===== src/rtl/c64_kbd_pkg.sv =====
// Shared definitions for the C64 keyboard matrix emulation.
//  - parse_state_t : PS/2 set-2 scancode parser states
//  - SC_*          : prefix, BAT/ack and special scancode bytes
//  - is_bat(), is_fake_shift() : byte classifiers used by the parser
//  - scancode_to_matrix(ext, code) -> {valid, col[2:0], row[2:0]}
//    col is the CIA1 port A bit, row is the CIA1 port B bit.
package c64_kbd_pkg;

  typedef enum logic [1:0] {
    ST_IDLE,
    ST_EXT,
    ST_BRK,
    ST_EXT_BRK
  } parse_state_t;

  localparam logic [7:0] SC_E0      = 8'hE0;
  localparam logic [7:0] SC_F0      = 8'hF0;
  localparam logic [7:0] SC_E1      = 8'hE1;
  localparam logic [7:0] SC_AA      = 8'hAA;
  localparam logic [7:0] SC_FA      = 8'hFA;
  localparam logic [7:0] SC_FE      = 8'hFE;
  localparam logic [7:0] SC_EE      = 8'hEE;
  localparam logic [7:0] SC_LSHIFT  = 8'h12;
  localparam logic [7:0] SC_RSHIFT  = 8'h59;
  localparam logic [7:0] SC_RESTORE = 8'h7D;  // with E0 prefix (PgUp)

  // Self-test, ack, resend, echo and pause prefix bytes carry no key event.
  function automatic logic is_bat(input logic [7:0] code);
    return (code == SC_AA) || (code == SC_FA) || (code == SC_FE) ||
           (code == SC_EE) || (code == SC_E1);
  endfunction

  // Keyboards wrap extended keys in fake shift make/break codes.
  function automatic logic is_fake_shift(input logic [7:0] code);
    return (code == SC_LSHIFT) || (code == SC_RSHIFT);
  endfunction

  function automatic logic [6:0] kc(input int c, input int r);
    return {1'b1, 3'(c), 3'(r)};
  endfunction

  function automatic logic [6:0] scancode_to_matrix(input logic ext, input logic [7:0] code);
    logic [6:0] m;
    m = 7'd0;
    case ({ext, code})
      // column 0: DEL RETURN CRSR-RT F7 F1 F3 F5 CRSR-DN
      9'h066: m = kc(0, 0);  9'h05A: m = kc(0, 1);  9'h174: m = kc(0, 2);  9'h083: m = kc(0, 3);
      9'h005: m = kc(0, 4);  9'h004: m = kc(0, 5);  9'h003: m = kc(0, 6);  9'h172: m = kc(0, 7);
      // column 1: 3 W A 4 Z S E LSHIFT
      9'h026: m = kc(1, 0);  9'h01D: m = kc(1, 1);  9'h01C: m = kc(1, 2);  9'h025: m = kc(1, 3);
      9'h01A: m = kc(1, 4);  9'h01B: m = kc(1, 5);  9'h024: m = kc(1, 6);  9'h012: m = kc(1, 7);
      // column 2: 5 R D 6 C F T X
      9'h02E: m = kc(2, 0);  9'h02D: m = kc(2, 1);  9'h023: m = kc(2, 2);  9'h036: m = kc(2, 3);
      9'h021: m = kc(2, 4);  9'h02B: m = kc(2, 5);  9'h02C: m = kc(2, 6);  9'h022: m = kc(2, 7);
      // column 3: 7 Y G 8 B H U V
      9'h03D: m = kc(3, 0);  9'h035: m = kc(3, 1);  9'h034: m = kc(3, 2);  9'h03E: m = kc(3, 3);
      9'h032: m = kc(3, 4);  9'h033: m = kc(3, 5);  9'h03C: m = kc(3, 6);  9'h02A: m = kc(3, 7);
      // column 4: 9 I J 0 M K O N
      9'h046: m = kc(4, 0);  9'h043: m = kc(4, 1);  9'h03B: m = kc(4, 2);  9'h045: m = kc(4, 3);
      9'h03A: m = kc(4, 4);  9'h042: m = kc(4, 5);  9'h044: m = kc(4, 6);  9'h031: m = kc(4, 7);
      // column 5: + P L - . : @ ,   (= -> +, ' -> :, [ -> @)
      9'h055: m = kc(5, 0);  9'h04D: m = kc(5, 1);  9'h04B: m = kc(5, 2);  9'h04E: m = kc(5, 3);
      9'h049: m = kc(5, 4);  9'h052: m = kc(5, 5);  9'h054: m = kc(5, 6);  9'h041: m = kc(5, 7);
      // column 6: pound * ; HOME RSHIFT /   (\ -> pound, ] -> *)
      9'h05D: m = kc(6, 0);  9'h05B: m = kc(6, 1);  9'h04C: m = kc(6, 2);  9'h16C: m = kc(6, 3);
      9'h059: m = kc(6, 4);  9'h04A: m = kc(6, 7);
      // column 7: 1 <- CTRL 2 SPACE C= Q RUN/STOP   (` -> <-, TAB/LGUI -> C=, ESC -> RUN/STOP)
      9'h016: m = kc(7, 0);  9'h00E: m = kc(7, 1);  9'h014: m = kc(7, 2);  9'h114: m = kc(7, 2);
      9'h01E: m = kc(7, 3);  9'h029: m = kc(7, 4);  9'h00D: m = kc(7, 5);  9'h11F: m = kc(7, 5);
      9'h015: m = kc(7, 6);  9'h076: m = kc(7, 7);
      default: m = 7'd0;
    endcase
    return m;
  endfunction

endpackage


===== src/rtl/kbd_scancode_fifo.sv =====
// Scancode byte FIFO, DEPTH x 8 (DEPTH a power of two).
// Ports: clk, res_n (async, active low), push/wr_data, pop/rd_data
// (head byte presented combinationally), full, empty.
// Push while full is only legal together with a pop.
module kbd_scancode_fifo #(
  parameter int DEPTH = 8
) (
  input  logic       clk,
  input  logic       res_n,
  input  logic       push,
  input  logic [7:0] wr_data,
  input  logic       pop,
  output logic [7:0] rd_data,
  output logic       full,
  output logic       empty
);
  localparam int AW = $clog2(DEPTH);

  logic [7:0]    mem [DEPTH];
  logic [AW-1:0] wr_ptr_reg, rd_ptr_reg;
  logic [AW:0]   count_reg;

  always_ff @(posedge clk) begin
    if (push) mem[wr_ptr_reg] <= wr_data;
  end

  // Pointers wrap naturally because DEPTH is a power of two.
  always_ff @(posedge clk or negedge res_n) begin
    if (!res_n) begin
      wr_ptr_reg <= '0;
      rd_ptr_reg <= '0;
      count_reg  <= '0;
    end else begin
      if (push) wr_ptr_reg <= wr_ptr_reg + AW'(1);
      if (pop)  rd_ptr_reg <= rd_ptr_reg + AW'(1);
      case ({push, pop})
        2'b10:   count_reg <= count_reg + (AW+1)'(1);
        2'b01:   count_reg <= count_reg - (AW+1)'(1);
        default: count_reg <= count_reg;
      endcase
    end
  end

  assign rd_data = mem[rd_ptr_reg];
  assign full    = (count_reg == (AW+1)'(DEPTH));
  assign empty   = (count_reg == '0);
endmodule


===== src/rtl/c64_keyboard_matrix.sv =====
// C64 8x8 keyboard matrix + joystick merge for CIA1 ports A/B, fed by PS/2
// set-2 scancode bytes. Also drives the RESTORE line (E0 7D) for NMI logic.
// Ports: clk, res_n (async, active low), phi2_p (phi2 strobe),
//   ps2_byte/ps2_valid (scancode in), fifo_ovf (byte dropped pulse),
//   pa_out/pa_oe, pb_out/pb_oe (CIA1 drive), joy2_n/joy1_n (active low,
//   {fire,right,left,down,up}), pa_in/pb_in (pin levels), restore_n.
// Build option: define KBD_GHOSTING_EN to model one level of key ghosting
// (three pressed keys on a rectangle make the fourth corner appear).
module c64_keyboard_matrix
  import c64_kbd_pkg::*;
#(
  parameter int FIFO_DEPTH = 8,
  parameter int HOLD_TICKS = 400
) (
  input  logic       clk,
  input  logic       res_n,
  input  logic       phi2_p,
  input  logic [7:0] ps2_byte,
  input  logic       ps2_valid,
  output logic       fifo_ovf,
  input  logic [7:0] pa_out,
  input  logic [7:0] pa_oe,
  input  logic [7:0] pb_out,
  input  logic [7:0] pb_oe,
  input  logic [4:0] joy2_n,
  input  logic [4:0] joy1_n,
  output logic [7:0] pa_in,
  output logic [7:0] pb_in,
  output logic       restore_n
);
  localparam int HW = $clog2(HOLD_TICKS + 1);

  logic            fifo_push, fifo_pop, fifo_full, fifo_empty;
  logic [7:0]      fifo_data;
  parse_state_t    state_reg, state_next;
  logic [HW-1:0]   hold_reg;
  logic [7:0][7:0] key_reg;          // [col][row], 1 = pressed
  logic [7:0][7:0] key_t;            // transposed view: [row][col]
  logic            restore_reg, ovf_reg;
  logic [7:0]      pa_in_reg, pb_in_reg;

  logic            apply_en, apply_ext, apply_press;
  logic [6:0]      map_res;
  logic [2:0]      map_col, map_row;
  logic            is_restore, key_set, restore_set;

  // A byte arriving while full is still accepted if a pop frees a slot.
  assign fifo_push = ps2_valid & (~fifo_full | fifo_pop);

  kbd_scancode_fifo #(.DEPTH(FIFO_DEPTH)) u_fifo (
    .clk     (clk),
    .res_n   (res_n),
    .push    (fifo_push),
    .wr_data (ps2_byte),
    .pop     (fifo_pop),
    .rd_data (fifo_data),
    .full    (fifo_full),
    .empty   (fifo_empty)
  );

  // Parser: consumes one byte per clk once the hold window has expired.
  always_comb begin
    state_next  = state_reg;
    fifo_pop    = 1'b0;
    apply_en    = 1'b0;
    apply_ext   = 1'b0;
    apply_press = 1'b1;
    if (!fifo_empty && hold_reg == '0) begin
      fifo_pop = 1'b1;
      case (state_reg)
        ST_IDLE: begin
          if (fifo_data == SC_E0)      state_next = ST_EXT;
          else if (fifo_data == SC_F0) state_next = ST_BRK;
          else if (!is_bat(fifo_data)) apply_en   = 1'b1;
        end
        ST_EXT: begin
          if (fifo_data == SC_F0) begin
            state_next = ST_EXT_BRK;
          end else begin
            state_next = ST_IDLE;
            if (!is_fake_shift(fifo_data)) begin
              apply_en  = 1'b1;
              apply_ext = 1'b1;
            end
          end
        end
        ST_BRK: begin
          state_next  = ST_IDLE;
          apply_en    = 1'b1;
          apply_press = 1'b0;
        end
        default: begin  // ST_EXT_BRK
          state_next = ST_IDLE;
          if (!is_fake_shift(fifo_data)) begin
            apply_en    = 1'b1;
            apply_ext   = 1'b1;
            apply_press = 1'b0;
          end
        end
      endcase
    end
  end

  assign map_res    = scancode_to_matrix(apply_ext, fifo_data);
  assign map_col    = map_res[5:3];
  assign map_row    = map_res[2:0];
  assign is_restore = apply_ext && (fifo_data == SC_RESTORE);
  // Only an actual state change counts: typematic repeats produce no hold.
  assign key_set     = apply_en && !is_restore && map_res[6] &&
                       (key_reg[map_col][map_row] != apply_press);
  assign restore_set = apply_en && is_restore && (restore_reg != apply_press);

  // Matrix read path.
  logic [7:0] col_lo, row_lo, col_lo_p, row_lo_p, pa_kbd, pb_kbd;
  assign col_lo = pa_oe & ~pa_out;
  assign row_lo = pb_oe & ~pb_out;

  genvar gi, gj;
  generate
    for (gi = 0; gi < 8; gi++) begin : g_tr_row
      for (gj = 0; gj < 8; gj++) begin : g_tr_col
        assign key_t[gi][gj] = key_reg[gj][gi];
      end
    end
  endgenerate

`ifdef KBD_GHOSTING_EN
  // Rows pulled low by driven columns, then columns pulled low by those rows.
  logic [7:0] rows_hit, cols_hit;
  generate
    for (gi = 0; gi < 8; gi++) begin : g_rows_hit
      assign rows_hit[gi] = |(key_t[gi] & col_lo);
    end
  endgenerate
  assign row_lo_p = row_lo | rows_hit;
  generate
    for (gi = 0; gi < 8; gi++) begin : g_cols_hit
      assign cols_hit[gi] = |(key_reg[gi] & row_lo_p);
    end
  endgenerate
  assign col_lo_p = col_lo | cols_hit;
`else
  assign row_lo_p = row_lo;
  assign col_lo_p = col_lo;
`endif

  generate
    for (gi = 0; gi < 8; gi++) begin : g_kbd
      assign pb_kbd[gi] = ~|(key_t[gi] & col_lo_p);
      assign pa_kbd[gi] = ~|(key_reg[gi] & row_lo_p);
    end
  endgenerate

  always_ff @(posedge clk or negedge res_n) begin
    if (!res_n) begin
      state_reg   <= ST_IDLE;
      key_reg     <= '0;
      restore_reg <= 1'b0;
      hold_reg    <= '0;
      ovf_reg     <= 1'b0;
      pa_in_reg   <= 8'hFF;
      pb_in_reg   <= 8'hFF;
    end else begin
      state_reg <= state_next;
      if (key_set)     key_reg[map_col][map_row] <= apply_press;
      if (restore_set) restore_reg <= apply_press;
      if (key_set || restore_set)
        hold_reg <= HW'(HOLD_TICKS);
      else if (phi2_p && hold_reg != '0)
        hold_reg <= hold_reg - HW'(1);
      ovf_reg   <= ps2_valid & ~fifo_push;
      pa_in_reg <= (pa_out | ~pa_oe) & pa_kbd & {3'b111, joy2_n};
      pb_in_reg <= (pb_out | ~pb_oe) & pb_kbd & {3'b111, joy1_n};
    end
  end

  assign pa_in     = pa_in_reg;
  assign pb_in     = pb_in_reg;
  assign restore_n = ~restore_reg;
  assign fifo_ovf  = ovf_reg;
endmodule


===== config.mk =====
export PLATFORM = sky130hd
export DESIGN_NAME = c64_keyboard_matrix
export DESIGN_NICKNAME = d
export VERILOG_FILES = /design/src/rtl/c64_kbd_pkg.sv /design/src/rtl/kbd_scancode_fifo.sv /design/src/rtl/c64_keyboard_matrix.sv
export SDC_FILE = /design/constraint.sdc
export NUM_CORES = 1
export LEC_CHECK = 0
export CAP_MARGIN = 10
export CORE_ASPECT_RATIO = 1.5
export CORE_MARGIN = 2
export CORE_UTILIZATION = 50
export CTS_BUF_LIST = sky130_fd_sc_hd__clkbuf_4
export DETAILED_ROUTE_END_ITERATION = 7
export PLACE_DENSITY = 0.7
export REMOVE_ABC_BUFFERS = 1
export SETUP_SLACK_MARGIN = 0.5
export SLEW_MARGIN = 20
export SYNTH_ARGS = -nofsm -noshare
export SYNTH_HDL_FRONTEND = slang
export SYNTH_SLANG_ARGS = --single-unit

===== constraint.sdc =====
create_clock -name clk -period 11.2 [get_ports clk]
set_input_delay 1.68 -clock clk [delete_from_list [all_inputs] [get_ports clk]]
set_output_delay 1.68 -clock clk [all_outputs]
set_load 0.1 [all_outputs]

# Yosys cells after proc, flatten, opt, wreduce, memory -nomap -nowiden
# Memory sizes are Yosys's and may differ from the RTL's.
# Index checks and enable logic that the tools add are counted.
totals:
  ramBits: 64
  output_inout_bits: 18
  reg_bits: 103
  memories: 1
  word_cells: 236
op_classes:
  n_reduce_logical: 61
  n_addsub: 5
  eq_ne: 82
  mux: 32
  n_lt_le_gt_ge: 4
  bitwise: 34
mem_list:
  columns: ["memory", "words", "width", "rd", "rd_ports_with_merged_regs", "write_ports", "line_no", "source"]
  rows:
  - ["u_fifo.mem", 8, 8, 1, 0, 1, "kbd_scancode_fifo.sv:19", "logic [7:0] mem [DEPTH];"]
ops:
  columns: ["cell", "n"]
  rows:
  - ["7-bit one-hot mux with 62 select lines", 1]
  - ["9-bit by 6-bit == test with 1-bit output, second input constant", 23]
  - ["9-bit by 7-bit == test with 1-bit output, second input constant", 21]
  - ["8-bit bitwise AND", 22]
  - ["8-bit OR reduction", 16]
  - ["9-bit by 5-bit == test with 1-bit output, second input constant", 9]
  - ["64-bit bitwise mux", 1]
  - ["8-bit == test, second input constant", 7]
  - ["9-bit == test, second input constant", 5]
  - ["8-bit NOT", 4]
  - ["8-bit binary-select mux with 3-bit select", 1]
  - ["8-bit demux with 3-bit select", 1]
  - ["9-bit by 3-bit == test with 1-bit output, second input constant", 2]
  - ["9-bit by 4-bit == test with 1-bit output, second input constant", 2]
  - ["1-bit logical NOT", 18]
  - ["9-bit 2-to-1 mux", 2]
  - ["8-bit by 7-bit == test with 1-bit output, second input constant", 2]
  - ["8-bit 2-to-1 mux", 2]
  - ["8-bit OR", 2]
  - ["1-bit 2-to-1 mux", 14]
  - ["1-bit logical AND", 10]
  - ["9-bit by 2-bit == test with 1-bit output, second input constant", 1]
  - ["9-bit by 8-bit == test with 1-bit output, second input constant", 1]
  - ["9-bit logical NOT", 1]
  - ["other kinds (29)", 50]

# Longest topological paths before layout
# An unclocked memory read counts as a cell.
logic_depth:
  depth_word: 18
  depth_mapped: 20
  ltp_nobuf: 15

# By module
# From an unflattened synthesis, not the netlist that was laid out.
hier_totals:
  hier_cells: 998
  hier_area_um2: 9984.6
by_module_without_submodules:
  columns: ["module", "cells_each", "area_each_um2", "seq_area_each_um2", "n_inst"]
  rows:
  - ["c64_keyboard_matrix", 851, 6944.2, 2347.3, 1]
  - ["kbd_scancode_fifo", 147, 3040.4, 2172.1, 1]

# Worst setup path after synthesis
# OpenSTA, ideal clock, no wires.
synth_timing:
  kind: "register to register"
  from: "register u_fifo.rd_ptr_reg[0]"
  to: "register hold_reg[7]"
  t_required_ns: 11.113
  period_less_slack_ns: 4.538
  setup_time_ns: 0.087
  arrival_time_ns: 4.451
  setup_slack_ns: 6.662
  path_stages_with_launch: 19
  n_path_buf: 6
  cell_sequence: "dfrtp_1 > buf_6 > buf_6 > mux4_2 > mux2_2 > buf_2 > nor2_2 > o221ai_1 > a211oi_1 > a21oi_1 > a211oi_4 > buf_6 > mux2_2 > a221oi_1 > o211ai_2 > or2_1 > buf_2 > buf_6 > o211ai_1"
synth_between:
  elab_chain_len: 18
  word_cells_on_any_way: 111
synth_lines:
  columns: ["element", "line_no", "source"]
  rows:
  - ["from (decl)", "kbd_scancode_fifo.sv:20", "logic [AW-1:0] wr_ptr_reg, rd_ptr_reg;"]
  - ["from (signal assigned)", "kbd_scancode_fifo.sv:35", "if (pop) rd_ptr_reg <= rd_ptr_reg + AW'(1);"]
  - ["memory read 8 x 8 bit *", null, null]
  - ["8-bit by 5-bit == test with 1-bit output or 8-bit by 7-bit == test with 1-bit output (tied branches)", "c64_kbd_pkg.sv:35", "return (code == SC_LSHIFT) || (code == SC_RSHIFT);"]
  - ["1-bit logical OR", "c64_kbd_pkg.sv:35", null]
  - ["1-bit 2-to-1 mux", "c64_keyboard_matrix.sv:81, c64_keyboard_matrix.sv:94", null]
  - ["1-bit 2-to-1 mux", "c64_keyboard_matrix.sv:77", "if (fifo_data == SC_F0) begin"]
  - ["1-bit one-hot mux with 2 select lines", "c64_keyboard_matrix.sv:70", "case (state_reg)"]
  - ["1-bit 2-to-1 mux", "c64_keyboard_matrix.sv:68", "if (!fifo_empty && hold_reg == '0) begin"]
  - ["9-bit == test (tied with other cells)", "c64_kbd_pkg.sv:45", "case ({ext, code})"]
  - ["[2 not listed]", null, null]
  - ["8-bit binary-select mux with 3-bit select", "c64_keyboard_matrix.sv:110", "(key_reg[map_col][map_row] != apply_press);"]
  - ["8-bit 2-to-1 mux (not written as such)", "c64_keyboard_matrix.sv:110", null]
  - ["1-bit binary-select mux with 3-bit select", "c64_keyboard_matrix.sv:110", null]
  - ["1-bit 2-to-1 mux (not written as such)", "c64_keyboard_matrix.sv:110", null]
  - ["1-bit != test", "c64_keyboard_matrix.sv:110", null]
  - ["1-bit logical AND", "c64_keyboard_matrix.sv:109", "assign key_set = apply_en && !is_restore && map_res[6] &&"]
  - ["1-bit logical OR *", "c64_keyboard_matrix.sv:167", "if (key_set || restore_set)"]
  - ["9-bit 2-to-1 mux or 2-bit nonzero test (tied branches)", null, null]
  - ["to (signal assigned)", "c64_keyboard_matrix.sv:168", "hold_reg <= HW'(HOLD_TICKS);"]
  - ["to (signal assigned)", "c64_keyboard_matrix.sv:170", "hold_reg <= hold_reg - HW'(1);"]
  - ["to (decl)", "c64_keyboard_matrix.sv:36", "logic [HW-1:0] hold_reg;"]
# Every way passes the cells marked *; elsewhere a longest branch is shown, timed or not. The select of a mux whose other input is x is not followed.
# A chain may end at the register's enable or synchronous reset.

# Worst setup path after layout
layout_timing:
  from: "register u_fifo.rd_ptr_reg[0]"
  to: "register hold_reg[0]"
# The elaborated chain is that of the path after synthesis.

==> results.md <==
- Status: finished with violations
- Failing checks: DRC
- Layout cells sized above 1: a little under an eighth
- Num rows: 63
- Vias in the first global route: between 9k and 10k
- Total gr overflow: 0
- Crit share post-route: approximately 59%
- Ys async rst share: 61.68%
- Internal power: a little under 1 mW
- Slew @ Worst Pin: ~1.2 ns
- Drt drc: 38
- Maxcap violations: 0
- Leak: between 3 and 4 nW
- Most common cell in the synthesized netlist: a21oi_1
- Register area share after synthesis: between 40 and 50%
- Synth Register Bits: between 150 and 200
- Synth top cells by count: a21oi_1 (109), nand2_1 (95), dfrtp_1 (87)
- Clock Root Buffer: clkbuf_4
- Die height: 176.8 um
- Full die area: 0.02107 mm2
- Fillers: 1729
- Slowest cell on crit path: dfrtp_2
- Hold/Removal Path Class: flip-flop to flip-flop
- Syn. warnings: 0
- Width of the chip: between 100 and 150 um
- Initial cell density of the core: between 50% and 60%
- Total CTS buffers: 17
- Setup TNS Final: 0 ns
- Pre-Repair DR Iteration Count: 8
- Number of synthesized flops with an enable pin: between 60 and 70
- Sw Share: 39.71%
- Vias: 9326
- Layout net count: between 1k and 1.5k
- Crit path max-delay family: simple AND/OR/NAND/NOR gates
- WP buf/inv: 1
- CP endpoint kind: flip-flop
- Slew HR: about a fifth
- Crit path largest cell delay: around 0.76 ns
- Clk_lat worst skew: 0.62 ns
- Avg Vias per Cell: approximately 7.0
- Gate power share: around 34%
- Clock share of power: about a fifth
- Area grow syn2layout: 11.13%
- Predominant post-synthesis flop cell: dfrtp_1
- CP startpoint kind: flip-flop
- Crit Path Max Fanout: 53
- Net Switching: between 600 and 700 uW
- Detailed placement HPWL: around 27000 um
- Final ANT Viol Nets: 0
- Sequential power share: between 40% and 50%
- Number of setup buffers added after CTS: 0
- Clk sinks: roughly 170
- WL/cell: about 27 um
- # IOs: 72
- PostCTS Resize Cnt: 0
- Synth cell types: 80
- Initial antenna violation count: 1
- Clock transition at path regs: approximately 0.15 ns
- Fmax: ~150 MHz
- Hold Vio Cnt, Final: 0
- Unrepaired setup endpoints after global routing: false
- Longest Clk Path Bufs: 2
- Crit-path most repeated cell: nand3_1
- Slew Limit Fails: 0
- PD cells: 147.8 mW/mm2
- RD Place Congestion: slightly above 1
- Critical path, cell by cell: mux4_2, mux2i_1, nand2_1, or4_1, nand3_1, nand3_1, nor4_1, o21ai_1, nand3_1, a31o_2, o211ai_2, or2_1, buf_4, o211a_1
- Required @ worst endpoint: between 10 and 15 ns
- Synth Instances: ~1.0k
- DR iter-0 viols: about 1.1k
- Yosys top cell area share: ~22%
- Largest cells by area after synthesis: dfrtp_1 (22%), edfxtp_1 (19%), a21oi_1 (5.5%)
- Design Power: approximately 1.6 mW
- First-pass GRT wire length: 55160 um
- Avg Synthesized Cell Area: between 9 and 10 um2
- Post-synth top area cell: dfrtp_1
- Number of port buffers: 71
- Total Wirelength: between 30000 and 40000 um
- Cts hold-fix bufs: 0
- Max IR drop VDD: ~140 uV
- Largest net degree at the start of global routing: 69
- Critical path class: flip-flop to flip-flop
- CORE AREA: roughly 0.02 mm2
- Critical path arrival: slightly above 7 ns
- CTS tree: built
- # setup viols final: 0
- Post-route minimum period: around 6.6 ns
- H-tree Lvls: 4
- Tot GR Track Use: between 30% and 40%
- Post-synthesis cell area: between 0.009 and 0.01 mm2
- Clock skew: approximately 0.022 ns
worst paths after layout:
path,cells after the start,start,to,slack [ns]
min,1,hold_reg[6],hold_reg[6],0.51
min reg2reg,1,hold_reg[6],hold_reg[6],0.51
max,14,u_fifo.rd_ptr_reg[0],hold_reg[0],4.58
max in group asynchronous,2,res_n,u_fifo.rd_ptr_reg[0],8.90
min in group asynchronous,1,res_n,key_reg[53],1.00
max reg2reg,14,u_fifo.rd_ptr_reg[0],hold_reg[0],4.58
cells in the final DEF (no fill, tap or decap), drive strengths merged, types with 25 or more instances in the layout:
cell           count
nand3             41
nor2              69
nor3              29
dfrtp             87
inv               25
edfxtp            64
clkdlybuf4s50     70
a22oi             36
a21oi            109
o21ai             66
nor4              25
nand2             97
logic make-up after synthesis:
family / count (synthesis) / share of synthesized area [%]
simple gates: 339 / 16.73
compound gates: 366 / 24.52
mux: 43 / 6.954
xor+xnor: 16 / 1.408
flops: 167 / 45.42
buf+inv: 90 / 4.137
fa+ha+maj: 6 / 0.8300
routing by layer:
metal	track usage, %	up-vias	routed length (um)
li1	-	4072	-
met1	34.16	4435	11310
met2	63.03	570	18840
met3	5.960	249	2388
met4	33.09	0	4061
met5	0	-	0
power groups by stage:
| stage | registers [mW] | logic (mW) | clock network (mW) |
|---|---|---|---|
| finish | 0.752 | 0.555 | 0.327 |
| global route | 0.761 | 0.595 | 0.353 |
| CTS | 0.752 | 0.544 | 0.335 |
| detailed placement | 0.764 | 0.543 | 0 |
| global placement | 0.762 | 0.543 | 0 |
| floorplan | 0.782 | 0.329 | 0 |
stage by stage:
stage / utilization, % / cells / hold WS, ns / setup slack (ns) / instance area [um2]
6_report: 56.33 / 1338 / 0.5103 / 4.578 / 11060
4_1_cts: 56.26 / 1337 / 0.5191 / 4.315 / 11040
3_3_place_gp: 54.99 / 1305 / 0.4890 / 4.340 / 10790
3_5_place_dp: 54.99 / 1305 / 0.4935 / 4.296 / 10790
5_1_grt: 56.33 / 1338 / 0.5418 / 4.197 / 11060
2_1_floorplan: - / 958 / 0.3955 / 4.365 / 9617
final cells by class:
type	instances	area [um2]	area share [%]
Multi-Input combinational cell	770	5052	45.69
Sequential cell	167	4521	40.88
Timing Repair Buffer	87	828.3	7.491
Tap cell	260	325.3	2.942
Clock buffer	20	150.1	1.358
Clock inverter	12	98.84	0.8940
Inverter	21	78.83	0.7129
Antenna cell	1	2.502	0.02263
Power figures use the tool's default switching activity.
